$ cat config.mk
export PLATFORM = sky130hd
export DESIGN_NAME = step_dir_pulse_gen
export DESIGN_NICKNAME = d
export VERILOG_FILES = /design/src/rtl/step_dir_pulse_gen_pkg.sv /design/src/rtl/step_dir_pulse_gen_step_interval_timer.sv /design/src/rtl/step_dir_pulse_gen.sv
export SDC_FILE = /design/constraint.sdc
export NUM_CORES = 1
export LEC_CHECK = 0
export ABC_AREA = 1
export CAP_MARGIN = 10
export CORE_ASPECT_RATIO = 0.7
export CORE_UTILIZATION = 30
export DETAILED_ROUTE_END_ITERATION = 10
export HOLD_SLACK_MARGIN = 0.08
export SYNTH_ARGS = -nofsm -noshare
export SYNTH_HDL_FRONTEND = slang
export SYNTH_HIERARCHICAL = 1
export SYNTH_SLANG_ARGS = --single-unit
$ cat constraint.sdc
create_clock -name clk -period 2.95 [get_ports clk]
set_clock_uncertainty 0.2 [all_clocks]
set_input_delay 0.59 -clock clk [delete_from_list [all_inputs] [get_ports clk]]
set_output_delay 0.59 -clock clk [all_outputs]
set_load 0.01 [all_outputs]
$ cat src/rtl/step_dir_pulse_gen_pkg.sv
// Shared state encoding and default geometry for the step/dir pulse generator.
package step_dir_pulse_gen_pkg;
  localparam int COUNT_W_DEF   = 16;
  localparam int PULSE_W_DEF   = 8;
  localparam int DIR_SETUP_DEF = 16;

  typedef enum logic [1:0] {
    ST_IDLE  = 2'd0,
    ST_SETUP = 2'd1,
    ST_HIGH  = 2'd2,
    ST_LOW   = 2'd3
  } state_e;
endpackage

$ cat src/rtl/step_dir_pulse_gen_step_interval_timer.sv
// Loadable down-counter; a phase lasts load_val+1 cycles, expire flags its last cycle.
module step_interval_timer #(
  parameter int W = 16
) (
  input  logic         clk,
  input  logic         reset,
  input  logic         start,
  input  logic [W-1:0] load_val,
  output logic         expire
);
  logic [W-1:0] cnt_q, cnt_d;

  always_comb begin
    cnt_d = cnt_q;
    if (start)           cnt_d = load_val;
    else if (cnt_q != '0) cnt_d = cnt_q - W'(1);
  end

  always_ff @(posedge clk or posedge reset) begin
    if (reset) cnt_q <= '0;
    else       cnt_q <= cnt_d;
  end

  assign expire = (cnt_q == '0);
endmodule

$ cat src/rtl/step_dir_pulse_gen.sv
// Step/dir transmitter: timed step pulses with dir setup, halt and move_done.
// Optional STEP_DIR_POSITION_COUNTER_EN adds a signed position counter with clear.
module step_dir_pulse_gen
  import step_dir_pulse_gen_pkg::*;
#(
  parameter int COUNT_W   = COUNT_W_DEF,
  parameter int PULSE_W   = PULSE_W_DEF,
  parameter int DIR_SETUP = DIR_SETUP_DEF
) (
  input  logic               clk,
  input  logic               reset,
  input  logic               cmd_valid,
  output logic               cmd_ready,
  input  logic               cmd_dir,
  input  logic [COUNT_W-1:0] cmd_steps,
  input  logic [COUNT_W-1:0] cmd_period,
  input  logic               halt,
  output logic               step,
  output logic               dir,
  output logic               busy,
  output logic               move_done,
  output logic [COUNT_W-1:0] steps_remaining
`ifdef STEP_DIR_POSITION_COUNTER_EN
  ,
  input  logic               position_clear,
  output logic signed [31:0] position
`endif
);
  localparam logic [COUNT_W-1:0] PW_M1    = COUNT_W'(PULSE_W - 1);
  localparam logic [COUNT_W-1:0] SETUP_M1 = COUNT_W'(DIR_SETUP - 1);
  localparam logic [COUNT_W-1:0] PMIN     = COUNT_W'(PULSE_W + 1);
  localparam logic [COUNT_W-1:0] PW_P1    = COUNT_W'(PULSE_W + 1);

  state_e             state_q, state_d;
  logic               step_q, step_d, dir_q, dir_d, busy_q, busy_d, done_q, done_d;
  logic               halt_pend_q, halt_pend_d;
  logic [COUNT_W-1:0] rem_q, rem_d, period_q, period_d;
  logic               tmr_start, tmr_expire;
  logic [COUNT_W-1:0] tmr_load;
  logic               accept;

  assign cmd_ready = (state_q == ST_IDLE) && !halt;
  assign accept    = cmd_valid && cmd_ready;

  step_interval_timer #(.W(COUNT_W)) u_tmr (
    .clk      (clk),
    .reset    (reset),
    .start    (tmr_start),
    .load_val (tmr_load),
    .expire   (tmr_expire)
  );

  always_ff @(posedge clk or posedge reset) begin
    if (reset) state_q <= ST_IDLE;
    else       state_q <= state_d;
  end

  always_comb begin
    state_d = state_q;
    case (state_q)
      ST_IDLE:  if (accept && cmd_steps != '0) state_d = ST_SETUP;
      ST_SETUP: if (halt) state_d = ST_IDLE;
                else if (tmr_expire) state_d = ST_HIGH;
      // halt in HIGH only takes effect once the pulse has run its full width
      ST_HIGH:  if (tmr_expire) state_d = (halt || halt_pend_q) ? ST_IDLE : ST_LOW;
      ST_LOW:   if (halt) state_d = ST_IDLE;
                else if (tmr_expire) state_d = (rem_q != '0) ? ST_HIGH : ST_IDLE;
      default:  state_d = ST_IDLE;
    endcase
  end

  always_comb begin
    step_d      = (state_d == ST_HIGH);
    dir_d       = dir_q;
    busy_d      = busy_q;
    done_d      = 1'b0;
    rem_d       = rem_q;
    period_d    = period_q;
    halt_pend_d = (state_q == ST_HIGH) && (state_d == ST_HIGH) && (halt_pend_q || halt);
    tmr_start   = 1'b0;
    tmr_load    = '0;
    if (state_q == ST_IDLE && accept) begin
      period_d = (cmd_period < PMIN) ? PMIN : cmd_period;
      dir_d    = cmd_dir;
      rem_d    = cmd_steps;
      if (cmd_steps == '0) begin
        done_d = 1'b1;
      end else begin
        busy_d    = 1'b1;
        tmr_start = 1'b1;
        tmr_load  = SETUP_M1;
      end
    end
    if (state_d == ST_HIGH && state_q != ST_HIGH) begin
      rem_d     = rem_q - COUNT_W'(1);
      tmr_start = 1'b1;
      tmr_load  = PW_M1;
    end
    if (state_d == ST_LOW && state_q != ST_LOW) begin
      tmr_start = 1'b1;
      tmr_load  = period_q - PW_P1;
    end
    if (state_q != ST_IDLE && state_d == ST_IDLE) begin
      busy_d = 1'b0;
      done_d = 1'b1;
    end
  end

  always_ff @(posedge clk or posedge reset) begin
    if (reset) begin
      step_q      <= 1'b0;
      dir_q       <= 1'b0;
      busy_q      <= 1'b0;
      done_q      <= 1'b0;
      rem_q       <= '0;
      period_q    <= PMIN;
      halt_pend_q <= 1'b0;
    end else begin
      step_q      <= step_d;
      dir_q       <= dir_d;
      busy_q      <= busy_d;
      done_q      <= done_d;
      rem_q       <= rem_d;
      period_q    <= period_d;
      halt_pend_q <= halt_pend_d;
    end
  end

  assign step            = step_q;
  assign dir             = dir_q;
  assign busy            = busy_q;
  assign move_done       = done_q;
  assign steps_remaining = rem_q;

`ifdef STEP_DIR_POSITION_COUNTER_EN
  logic signed [31:0] pos_q, pos_d;

  always_comb begin
    pos_d = pos_q;
    if (state_d == ST_HIGH && state_q != ST_HIGH)
      pos_d = dir_q ? pos_q + 32'sd1 : pos_q - 32'sd1;
    if (position_clear) pos_d = '0;
  end

  always_ff @(posedge clk or posedge reset) begin
    if (reset) pos_q <= '0;
    else       pos_q <= pos_d;
  end

  assign position = pos_q;
`endif
endmodule

Yosys cells after proc, flatten, opt, wreduce, memory -nomap -nowiden
Index checks and enable logic that the tools add are counted.
- $lt $le $gt $ge: 1
- $add $sub $neg: 3
- reduce and logical (&&, ||, !) cells: 23
- muxes and demuxes: 28
- eq/ne operators: 8
- operator list (operator ; count):
    two-way mux 16 bit ; 7
    nonzero test 16 bit ; 3
    logical NOT 16 bit ; 2
    subtractor 16 x 1 -> 16 bit, second input constant ; 2
    less-than comparator 16 x 4 -> 1 bit, second input constant ; 1
    two-way mux 2 bit ; 8
    subtractor 16 x 4 -> 16 bit, second input constant ; 1
    two-way mux 1 bit ; 10
    logical AND 1 bit ; 9
    == test 2 bit, second input constant ; 4
    two-way mux 4 bit ; 2
    one-hot mux 2 bit (4 select lines) ; 1
    nonzero test 2 bit ; 4
    logical NOT 2 bit ; 2
    != test 2 bit, second input constant ; 2
    == test 2 x 1 -> 1 bit, second input constant ; 1
    != test 2 x 1 -> 1 bit, second input constant ; 1
    AND reduction 2 bit ; 1
    logical NOT 1 bit ; 1
    logical OR 1 bit ; 1
- output and inout port bits: 21
- flip-flop bits (word level): 55
- input port bits: 37
- word-level logic and storage cells: 72

Depth between registers and ports, before layout
Gate-level depths: netlist of the first run.
- depth after elaboration: 11
- gate-level depth with buffers: 24
- mapped depth without buffers: 22

By module
Netlist of the first run, hierarchy kept.
- modules (own cells, without submodules) (module ; area an instance (µm²) ; cells each ; times used ; sequential area each (µm²)):
    step_dir_pulse_gen ; 2681.3 ; 405 ; 1 ; 978.4
    step_interval_timer ; 1173.6 ; 169 ; 1 ; 400.4

Least setup slack after synthesis of the first run
No wires, ideal clock.
- path kind: register -> register
- start point: reg u_tmr.cnt_q[0]
- end point: reg u_tmr.cnt_q[12]
- period minus slack after synthesis: 2.903 ns
- required time: 2.635 ns
- path buffers: 2
- setup slack: 0.047 ns
- data arrival time: 2.587 ns
- setup time: 0.115 ns
- cell stages (with the launch flop): 22
- path through: dfrtp_1 inv_2 ha_1 nand3_4 nor2_4 nand3_4 inv_2 inv_1 nor2_1 nor2_1 a21oi_1 nand2_2 nand3_2 buf_6 inv_4 nor2_4 nand2_1 inv_1 buf_2 nand2_1 nor2_1 nor2_1
- cells in the longest elaborated chain, start to end: 9
- elaborated cells between the ends (all ways): 19
- those cells by class: add/sub (1); eq/ne (2); mux (11); reduce/logical (5)
- ends and longest elaborated chain (element ; line ; RTL):
    start: declaration ; step_dir_pulse_gen_step_interval_timer.sv:11 ; logic [W-1:0] cnt_q, cnt_d;
    start signal: assignment ; step_dir_pulse_gen_step_interval_timer.sv:21 ; else cnt_q <= cnt_d;
    logical NOT 16 bit * ; step_dir_pulse_gen_step_interval_timer.sv:24 ; assign expire = (cnt_q == '0);
    named net tmr_expire ; step_dir_pulse_gen.sv:38 ; logic tmr_start, tmr_expire;
    two-way mux 2 bit, on equally long branches ; step_dir_pulse_gen.sv:67, step_dir_pulse_gen.sv:63 ;
    two-way mux 2 bit, on equally long branches ; step_dir_pulse_gen.sv:66, step_dir_pulse_gen.sv:62 ;
    one-hot mux 2 bit (4 select lines) * ; step_dir_pulse_gen.sv:60 ; case (state_q)
    == test 2 bit ; step_dir_pulse_gen.sv:94 ; if (state_d == ST_HIGH && state_q != ST_HIGH) begin
    logical AND 1 bit ; step_dir_pulse_gen.sv:94 ;
    two-way mux 1 bit ; step_dir_pulse_gen.sv:94 ;
    two-way mux 1 bit * ; step_dir_pulse_gen.sv:99 ; if (state_d == ST_LOW && state_q != ST_LOW) begin
    named net tmr_start ; step_dir_pulse_gen.sv:38 ;
    two-way mux 16 bit or nonzero test 2 bit (tied branches) ; - ;
The timed path passes the listed nets; every way through them passes the cells marked *. The select of a mux whose other input is x is not followed.
A chain may end at the register's enable or synchronous reset.

Worst setup path in the final report of the first run
- start point: in halt
- end point: out cmd_ready
- cells in the longest elaborated chain, start to end: 2
- ends and longest elaborated chain (element ; line ; RTL):
    start: declaration ; step_dir_pulse_gen.sv:17 ; input logic halt,
    logical NOT 1 bit ; step_dir_pulse_gen.sv:42 ; assign cmd_ready = (state_q == ST_IDLE) && !halt;
    logical AND 1 bit ; step_dir_pulse_gen.sv:42 ;
    end: declaration ; step_dir_pulse_gen.sv:13 ; output logic cmd_ready,
Every way passes these cells.

==> results of run 1 <==
==> kinds of logic after synthesis <==
group	count (synthesis)	share of synthesized area (%)
AOI/OAI and AO/OA	32	4.836
and+or+nand+nor	385	44.89
DFF	55	35.77
adders and majority gates	4	1.298
buffers and inverters	75	7.984
xor gates and xnor gates	23	5.226
==> how the worst max path moves through the flow <==
| stage | from | endpoint | slack, ns | cells after the start |
|---|---|---|---|---|
| final | halt | cmd_ready | 0.16 | 4 |
| after CTS | u_tmr/cnt_q[0] | u_tmr/cnt_q[0] | 0.03 | 20 |
| after detailed placement | u_tmr/cnt_q[0] | u_tmr/cnt_q[0] | 0.06 | 20 |
| after global placement | halt | u_tmr/cnt_q[0] | 0.15 | 15 |
| after floorplan | u_tmr/cnt_q[0] | u_tmr/cnt_q[12] | 0.05 | 21 |
| after global routing | u_tmr/cnt_q[0] | u_tmr/cnt_q[0] | 0.008 | 20 |
==> sequential cells by signal (all words and copies together) (netlist names) <==
name,cells
state_q,2
steps_remaining,16
move_done,1
step,1
busy,1
dir,1
halt_pend_q,1
u_tmr/cnt_q,16
period_q,16
==> tightest hold or removal path, cell delays in order, from the launching register on <==
cell and delay, ns:
dfrtp_1 0.36, nand2_1 0.06, nand2_1 0.06
==> routing by layer <==
metal,vias to the layer above,GRT usage [%]
met2,107,21.61
met5,-,0
met1,1644,26.25
li1,1932,-
met4,0,4.227
met3,11,3.040
==> repair_timing <==
action | CTS | global route
endpoints found under the setup margin | 0 | 12
hold buffers | 0 | 0
resized for setup | 0 | 6
setup buffers | 0 | 1
==> power by group through the flow <==
stage | Sequential, uW | Clock [uW] | Combinational, uW
finish | 1460 | 610 | 2100
global route | 1510 | 658 | 2380
CTS | 1450 | 632 | 2090
detailed placement | 1460 | 0 | 2090
global placement | 1450 | 0 | 2060
floorplan | 1420 | 0 | 1390
==> stage by stage <==
| stage | cell area (um2) | total power [uW] | hold slack (ns) |
|---|---|---|---|
| after global placement | 4657 | 3514 | 0.2696 |
| final | 4825 | 4168 | 0.3085 |
| after global routing | 4825 | 4544 | 0.3598 |
| after floorplan | 3855 | 2807 | 0.2683 |
| after detailed placement | 4657 | 3547 | 0.2981 |
| after CTS | 4802 | 4179 | 0.3213 |
==> cells in the mapped netlist (all sizes together) <==
cell type	number
nand3b	2
nor3	7
xnor2	9
dfrtp	53
nand2	214
buf	9
nor4	3
a21oi	8
inv	59
and2	1
ha	4
or2	4
xor2	14
a22oi	2
nand4	20
o31ai	1
clkbuf	7
nand3	45
o21ai	18
dfstp	2
nor2	89
o21bai	3
==> layout make-up <==
cell class                      instances  area (um2)
Inverter                               59       229.0
Clock buffer                            6       128.9
Clock inverter                          2       16.27
Fill cell                            1281        7640
Sequential cell                        55        1379
Tap cell                              162       202.7
Timing Repair Buffer                   71       691.9
Multi-Input combinational cell        444        2177
==> results.txt, run 1 <==
Reg power frac: 35.0%
Seq/Total Area, Yosys: 35.77%
Skew-Pair Late Insertion Delay: 0.31 ns
Routed WL per cell: 12.68 um
Die Y: 96.84 um
WHS Endpoint: dir
top cell type's share of synthesized area: 34.40%
Iter 0 DRT Violations: 246
Worst Setup End Kind: output port
final WL: 10.13 mm
share of layout cells above drive strength 1: 10.05%
worst-margin pin slew: 0.6148 ns
die area: 13,310 um2
Syn. warnings: 6
vias: 3,694
Cell Area, Synth: 3855 um2
Post-Layout Cell Count: 799
dpl hpwl: 7.799 mm
pin count of the biggest net entering global routing: 40
first-pass GRT wire length: 17.22 mm
status: complete, no violations
DP Worst Slack: 0.05663 ns
Slew Limit Headroom: 58.97%
DRT Pass-1 Iters: 4
fin nets: 677
GPL Wtd Cong: 0.9037
Sw Pwr: 1876 uW
Clock Power Share: 14.6%
min Tclk post-route: 2.788 ns
hold path cells: 2
Max clock buf depth: 2
Worst Path Required: 2.16 ns
period utilization: 94.50%
slack of the worst reg-to-reg path: 0.23 ns
number of global-route vias before repair: 3,430
drt via density: 4.623
sw frac: 45.00%
syn_nets: 615
root buf cell: clkbuf_16
grt total ovfl: 0
leading cell types in the layout, fill and taps excluded: nand2_1, nor2_1, clkdlybuf4s50_1
Cells after Synth: 574
PwrDens: 863.9 nW/um2
final setup margin: 0.1623 ns
IO Count: 58
Worst VDD drop: 285.9 uV
Max Cap Viol: 0
worst hold start: dir
Die X: 137.5 um
Hold Violations, Final: 0
core area: 12,460 um2
final setup fails: 0
worst-path maximum fanout: 4
cell taking the most area after synthesis: dfrtp_1
Reg2Reg Launch Point: u_tmr/cnt_q[0]
Crit path max-delay family: buffers and inverters
worst reg-to-reg path cell count: 20
Critical path buffers and inverters: 3
CTS buffer count: 5
RR Endpoint: u_tmr/cnt_q[0]
Critical Setup Path Class: in -> out
critical path launch point type: primary input
Clock transition at path regs: 0.08 ns
worst path arrival time: 2.00 ns
Distinct cells, synth: 36
Syn Area/Cell: 6.716 um2
CP max stage cell: clkdlybuf4s50_1
metal2 WL: 3.980 mm
Critical Path, Cell by Cell: clkdlybuf4s50_1 -> buf_4 -> nor2_2 -> clkdlybuf4s50_1
Clock Sinks: 55
met3 wire len: 573 um
fin util: 38.71%
number of remaining DRC errors: 0
final number of max-transition violations: 0
worst hold path type: reg -> reg
top sig layer: met4
H-tree Lvls: 2
CP most frequent cell: clkdlybuf4s50_1
Routed Antenna Nets: 0
Largest stage delay, worst path: 0.59 ns
setup_tns: 0 ns
Initial Util: 30.93%
wl on met1: 5.467 mm
row cnt: 34
RSZ-0062 raised after global routing: no
diode count: 0
Leak Pwr: 0.002365 uW
number of placed instances, taps included: 790
max frequency: 0.3587 GHz
top post-synthesis cells by area: dfrtp_1, nand2_1, nor2_1
IO Port Bufs: 57
antenna violations before repair: 0
Comb power frac: 50.4%
CTS tree: yes
synth-to-layout area growth: 25.15%
#FFs+latches synth: 55
Pint: 2293 uW
most common cell after layout, fill and taps aside: nand2_1
gr usage total: 16.35%
Note: power is estimated with default switching activity, not from simulation.
==> run 2: changes to the inputs <==
--- a/config.mk
+++ b/config.mk
@@ -6,10 +6,12 @@
 export NUM_CORES = 1
 export LEC_CHECK = 0
 export ABC_AREA = 1
+export ABC_CLOCK_PERIOD_IN_PS = 2950
 export CAP_MARGIN = 10
 export CORE_ASPECT_RATIO = 0.7
 export CORE_UTILIZATION = 30
 export DETAILED_ROUTE_END_ITERATION = 10
+export DONT_BUFFER_PORTS = 1
 export HOLD_SLACK_MARGIN = 0.08
 export SYNTH_ARGS = -nofsm -noshare
 export SYNTH_HDL_FRONTEND = slang
==> run 2 against run 1 <==
  * Register-to-register slack worse by 0.08 ns
  * Combinational power fell by 15%
  * Maximum frequency shrank 0.54%
  * Critical path depth grew 15
  * Critical endpoint is now u_tmr/cnt_q[9]
  * Cell area shrank 10%
  * Critical path type is now reg -> reg
  * Via count fell by 2.1%
  * Final cell count decreased by 6.3%
  * Utilization shrank 4.0 points
==> results.txt, run 2 (synthesis gave the netlist of run 1 again) <==
status: complete, no violations
GPL Wtd Cong: 0.8632
H-tree Lvls: 2
final WL: 10.09 mm
DP Worst Slack: -0.08517 ns
Iter 0 DRT Violations: 283
die area: 13,310 um2
IO Port Bufs: 0
DRT Pass-1 Iters: 5
leading cell types in the layout, fill and taps excluded: nand2_1, nor2_1, dfrtp_1
worst-margin pin slew: 0.6246 ns
Leak Pwr: 0.002172 uW
worst reg-to-reg path cell count: 19
worst path arrival time: 2.79 ns
Die Y: 96.84 um
drt via density: 4.826
Critical Setup Path Class: reg -> reg
Final Cell Area: 4332 um2
core area: 12,460 um2
Reg2Reg Launch Point: u_tmr/cnt_q[0]
root buf cell: clkbuf_16
Hold Violations, Final: 0
period utilization: 95.01%
fin util: 34.75%
final setup fails: 0
metal2 WL: 4.228 mm
final setup margin: 0.1472 ns
crit path from: u_tmr/cnt_q[0]
CTS buffer count: 5
gr usage total: 15.57%
critical path launch point type: flop
Worst Setup End Kind: flop
share of layout cells above drive strength 1: 12.61%
Worst Path Required: 2.93 ns
Routed Antenna Nets: 0
Clock transition at path regs: 0.07 ns
RR Endpoint: u_tmr/cnt_q[9]
end of the critical path: u_tmr/cnt_q[9]
Worst VDD drop: 332.7 uV
number of remaining DRC errors: 0
Clock Sinks: 55
worst hold path type: in -> async
Max Cap Viol: 0
most common cell after layout, fill and taps aside: nand2_1
placed cell areas: 4044 um2
worst-path maximum fanout: 6
top sig layer: met4
antenna violations before repair: 0
dpl hpwl: 7.358 mm
row cnt: 34
Initial Util: 30.93%
diode count: 0
CTS tree: yes
fin nets: 627
grt total ovfl: 0
Slew Limit Headroom: 58.31%
pin count of the biggest net entering global routing: 40
Total Power: 3938 uW
max frequency: 0.3568 GHz
slack of the worst reg-to-reg path: 0.15 ns
Routed WL per cell: 13.48 um
first-pass GRT wire length: 16.56 mm
vias: 3,615
wl on met1: 5.019 mm
Skew-Pair Late Insertion Delay: 0.30 ns
Die X: 137.5 um
final number of max-transition violations: 0
synth-to-layout area growth: 12.37%
min Tclk post-route: 2.803 ns
IO Count: 58
number of global-route vias before repair: 3,383
Max clock buf depth: 2
met3 wire len: 758 um
setup_tns: 0 ns
PwrDens: 909.1 nW/um2
run 2: cell types whose count changed in the layout (fill, tap and decap cells not counted), moves of 2 or more:
cell             delta
buf_4               +6
clkdlybuf4s50_1    -57
clkinvlp_4          +2
nand2_1             -2
run 2: worst min path at each step:
stage | to | cells past startpoint | slack (ns)
2_1_floorplan | period_q[15] | 2 | 0.27
3_3_place_gp | period_q[15] | 2 | 0.30
3_5_place_dp | period_q[15] | 2 | 0.31
4_1_cts | dir | 2 | 0.13
5_1_grt | busy | 2 | 0.14
6_report | busy | 2 | 0.11
run 2: layout make-up:
class / instances / area [um2]
Timing Repair Buffer: 20 / 160.2
Clock inverter: 3 / 27.53
Fill cell: 1300 / 8133
Multi-Input combinational cell: 444 / 2197
Inverter: 59 / 232.7
Clock buffer: 5 / 125.1
Sequential cell: 55 / 1379
Timing Repair inverter: 1 / 7.507
Tap cell: 162 / 202.7
run 2: what timing repair did:
item,4_1_cts,5_1_grt
endpoints found under the setup margin,10,13
buffers inserted,2,8
gates cloned,0,1
resized for setup,1,12
hold endpoints to repair,4,0
pin swaps,0,2
hold buffers,1,0
run 2: per-stage QoR:
step                      hold WS [ns]  cells
after global routing            0.1391    749
after CTS                       0.1302    740
after global placement          0.2971    729
final                           0.1094    749
after detailed placement        0.3124    729
after floorplan                 0.2683    574
run 2: power by group:
group          internal, uW  switching [uW]
clock network           323             293
logic                   680            1100
registers              1070             469
total                  2080            1860
run 2: worst max-delay path, cell delays in order (launching register included):
cell and delay [ns]:
dfrtp_1 0.39, inv_2 0.11, ha_4 0.16, nand3_4 0.09, nor2_4 0.18, nand3_4 0.12, inv_4 0.10, inv_1 0.05
nand3b_1 0.08, nand2_1 0.09, a21oi_4 0.14, nand3_2 0.11, inv_4 0.10, nor2_4 0.05, nand2_4 0.08, buf_4 0.12
clkinvlp_4 0.12, or2_2 0.30, nand2_1 0.08, nor2_1 0.04
run 2: metal layers:
| metal | vias up | track usage, % |
|---|---|---|
| met2 | 147 | 21.11 |
| li1 | 1830 | - |
| met5 | - | 0 |
| met4 | 0 | 4.311 |
| met1 | 1630 | 24.19 |
| met3 | 8 | 3.354 |
==> run 3: changes to the inputs <==
--- a/config.mk
+++ b/config.mk
@@ -13,6 +13,8 @@
 export DETAILED_ROUTE_END_ITERATION = 10
 export DONT_BUFFER_PORTS = 1
 export HOLD_SLACK_MARGIN = 0.08
+export PLACE_DENSITY = 0.48
+export SKIP_LAST_GASP = 1
 export SYNTH_ARGS = -nofsm -noshare
 export SYNTH_HDL_FRONTEND = slang
 export SYNTH_HIERARCHICAL = 1
==> run 3 against run 2 <==
  * Non-clock buffer count fell by 2
  * Routed wire length grew 3.4%
  * First-iteration DRC count is 31% lower
  * Cell area down 0.69%
  * Total power down 1.1%
  * Utilization decreased by 0.24 points
  * Sequential share of layout area rose by 0.22 points
  * Maximum frequency is 0.13% higher
  * Register-to-register slack about the same
  * Critical path type unchanged
  * Highest routed layer unchanged
==> results.txt, run 3 (synthesis gave the netlist of run 1 again) <==
PwrDens: 905.1 nW/um2
row cnt: 34
Iter 0 DRT Violations: 195
crit path from: u_tmr/cnt_q[0]
number of placed instances, taps included: 731
Critical Setup Path Class: reg -> reg
CTS tree: yes
CTS buffer count: 5
DRT Pass-1 Iters: 5
Worst Setup End Kind: flop
IO Count: 58
Die Y: 96.84 um
dpl hpwl: 7.604 mm
min Tclk post-route: 2.799 ns
Initial Util: 30.93%
Largest stage delay, worst path: 0.41 ns
Max clock buf depth: 2
gr usage total: 16.75%
root buf cell: clkbuf_16
H-tree Lvls: 2
Reg2Reg Launch Point: u_tmr/cnt_q[0]
die area: 13,310 um2
Routed Antenna Nets: 0
leading cell types in the layout, fill and taps excluded: nand2_1, nor2_1, dfrtp_1
worst hold path type: in -> async
worst path arrival time: 2.79 ns
Hold Violations, Final: 0
drt via density: 4.574
status: complete, no violations
share of layout cells above drive strength 1: 11.62%
max frequency: 0.3573 GHz
core area: 12,460 um2
Post-Layout Cell Count: 747
number of remaining DRC errors: 0
Clock Sinks: 55
vias: 3,417
most common cell after layout, fill and taps aside: nand2_1
Slew Limit Headroom: 57.24%
Max Cap Viol: 0
Skew-Pair Late Insertion Delay: 0.30 ns
diode count: 0
fin nets: 625
critical path launch point type: flop
Leak Pwr: 0.002164 uW
worst-path maximum fanout: 7
pin count of the biggest net entering global routing: 40
final number of max-transition violations: 0
fill count: 1,348
period utilization: 94.88%
final WL: 10.44 mm
final setup margin: 0.1509 ns
RR Endpoint: u_tmr/cnt_q[12]
slack of the worst reg-to-reg path: 0.15 ns
synth-to-layout area growth: 11.59%
number of global-route vias before repair: 3,444
worst reg-to-reg path cell count: 18
Clock transition at path regs: 0.07 ns
antenna violations before repair: 0
Worst Path Required: 2.94 ns
Critical Path, Cell by Cell: inv_2 -> ha_2 -> nand3_4 -> nor2_4 -> nand3_4 -> inv_4 -> inv_1 -> nand3b_1 -> nand2_1 -> a21oi_4 -> nand3_2 -> inv_4 -> nor2_4 -> nand2_4 -> clkinvlp_4 -> or2_2 -> nand2_1 -> nor2_1
worst-margin pin slew: 0.6407 ns
DP Worst Slack: -0.07315 ns
end of the critical path: u_tmr/cnt_q[12]
Worst VDD drop: 361.6 uV
Die X: 137.5 um
final setup fails: 0
CP max stage cell: dfrtp_1
grt total ovfl: 0
Routed WL per cell: 13.97 um
IO Port Bufs: 0
first-pass GRT wire length: 17.56 mm
GPL Wtd Cong: 0.8523
-- run 3: changes by cell type in the layout (fill, tap and decap cells not counted), sizes merged --
cell      delta
buf          -2
clkinv       -1
inv          -1
clkinvlp     -1
clkbuf       +3
-- run 3: through the flow --
stage	TNS (ns)	hold WS, ns	total power [uW]	utilization (%)	cell area [um2]
after floorplan	0	0.2683	2807	-	3855
after global placement	0	0.2901	3212	32.56	4059
after detailed placement	-0.4119	0.2960	3229	32.56	4059
after CTS	0	0.1209	3894	33.93	4229
after global routing	-0.06901	0.1412	4288	34.51	4302
final	0	0.1018	3893	34.51	4302
-- run 3: repair_timing --
item / in CTS / in global routing
cloned: 0 / 1
buffers inserted: 0 / 6
hold buffers: 1 / 0
resized for setup: 1 / 7
setup endpoints to repair: 10 / 15
endpoints found under the hold margin: 3 / 0
-- run 3: where the power goes --
group          switching [uW]  internal, uW
logic                    1080           651
clock network             275           363
registers                 450          1070
total                    1810          2090
-- run 3: cell type report --
cell class                 count  area, um2  share of cell area [%]
timing repair inverter         1      7.507                  0.1745
sequential                    55       1379                   32.05
timing repair buffer          18      141.4                   3.287
tap                          162      202.7                   4.712
inverter                      59      232.7                   5.410
multi-input combinational    444       2182                   50.73
clock buffer                   8      156.4                   3.636
-- run 3: worst max-delay path: cells and delay by family, from the launching register on --
| kind | cells | cell delay, ns |
|---|---|---|
| AND/OR/NAND/NOR | 11 | 1.23 |
| AO/OA/AOI/OAI | 1 | 0.13 |
| buffers and inverters | 5 | 0.53 |
| adder cells (fa/ha/maj) | 1 | 0.21 |
| flip-flops | 1 | 0.41 |
-- run 3: per-layer routing --
metal  track usage, %  part of all wire (%)  vias up
met5                0                     0        -
met4            4.057                   1.0        0
met3            3.669                   4.9        9
met2            22.03                    40       64
met1            26.76                    54     1526
li1                 -                     -     1818
-- run 3: worst min path at each step --
stage	from	to	depth (start not counted)
floorplan	period_q[15]	period_q[15]	2
global placement	period_q[15]	period_q[15]	2
detailed placement	period_q[15]	period_q[15]	2
CTS	reset	busy	2
global route	reset	move_done	2
finish	reset	busy	2
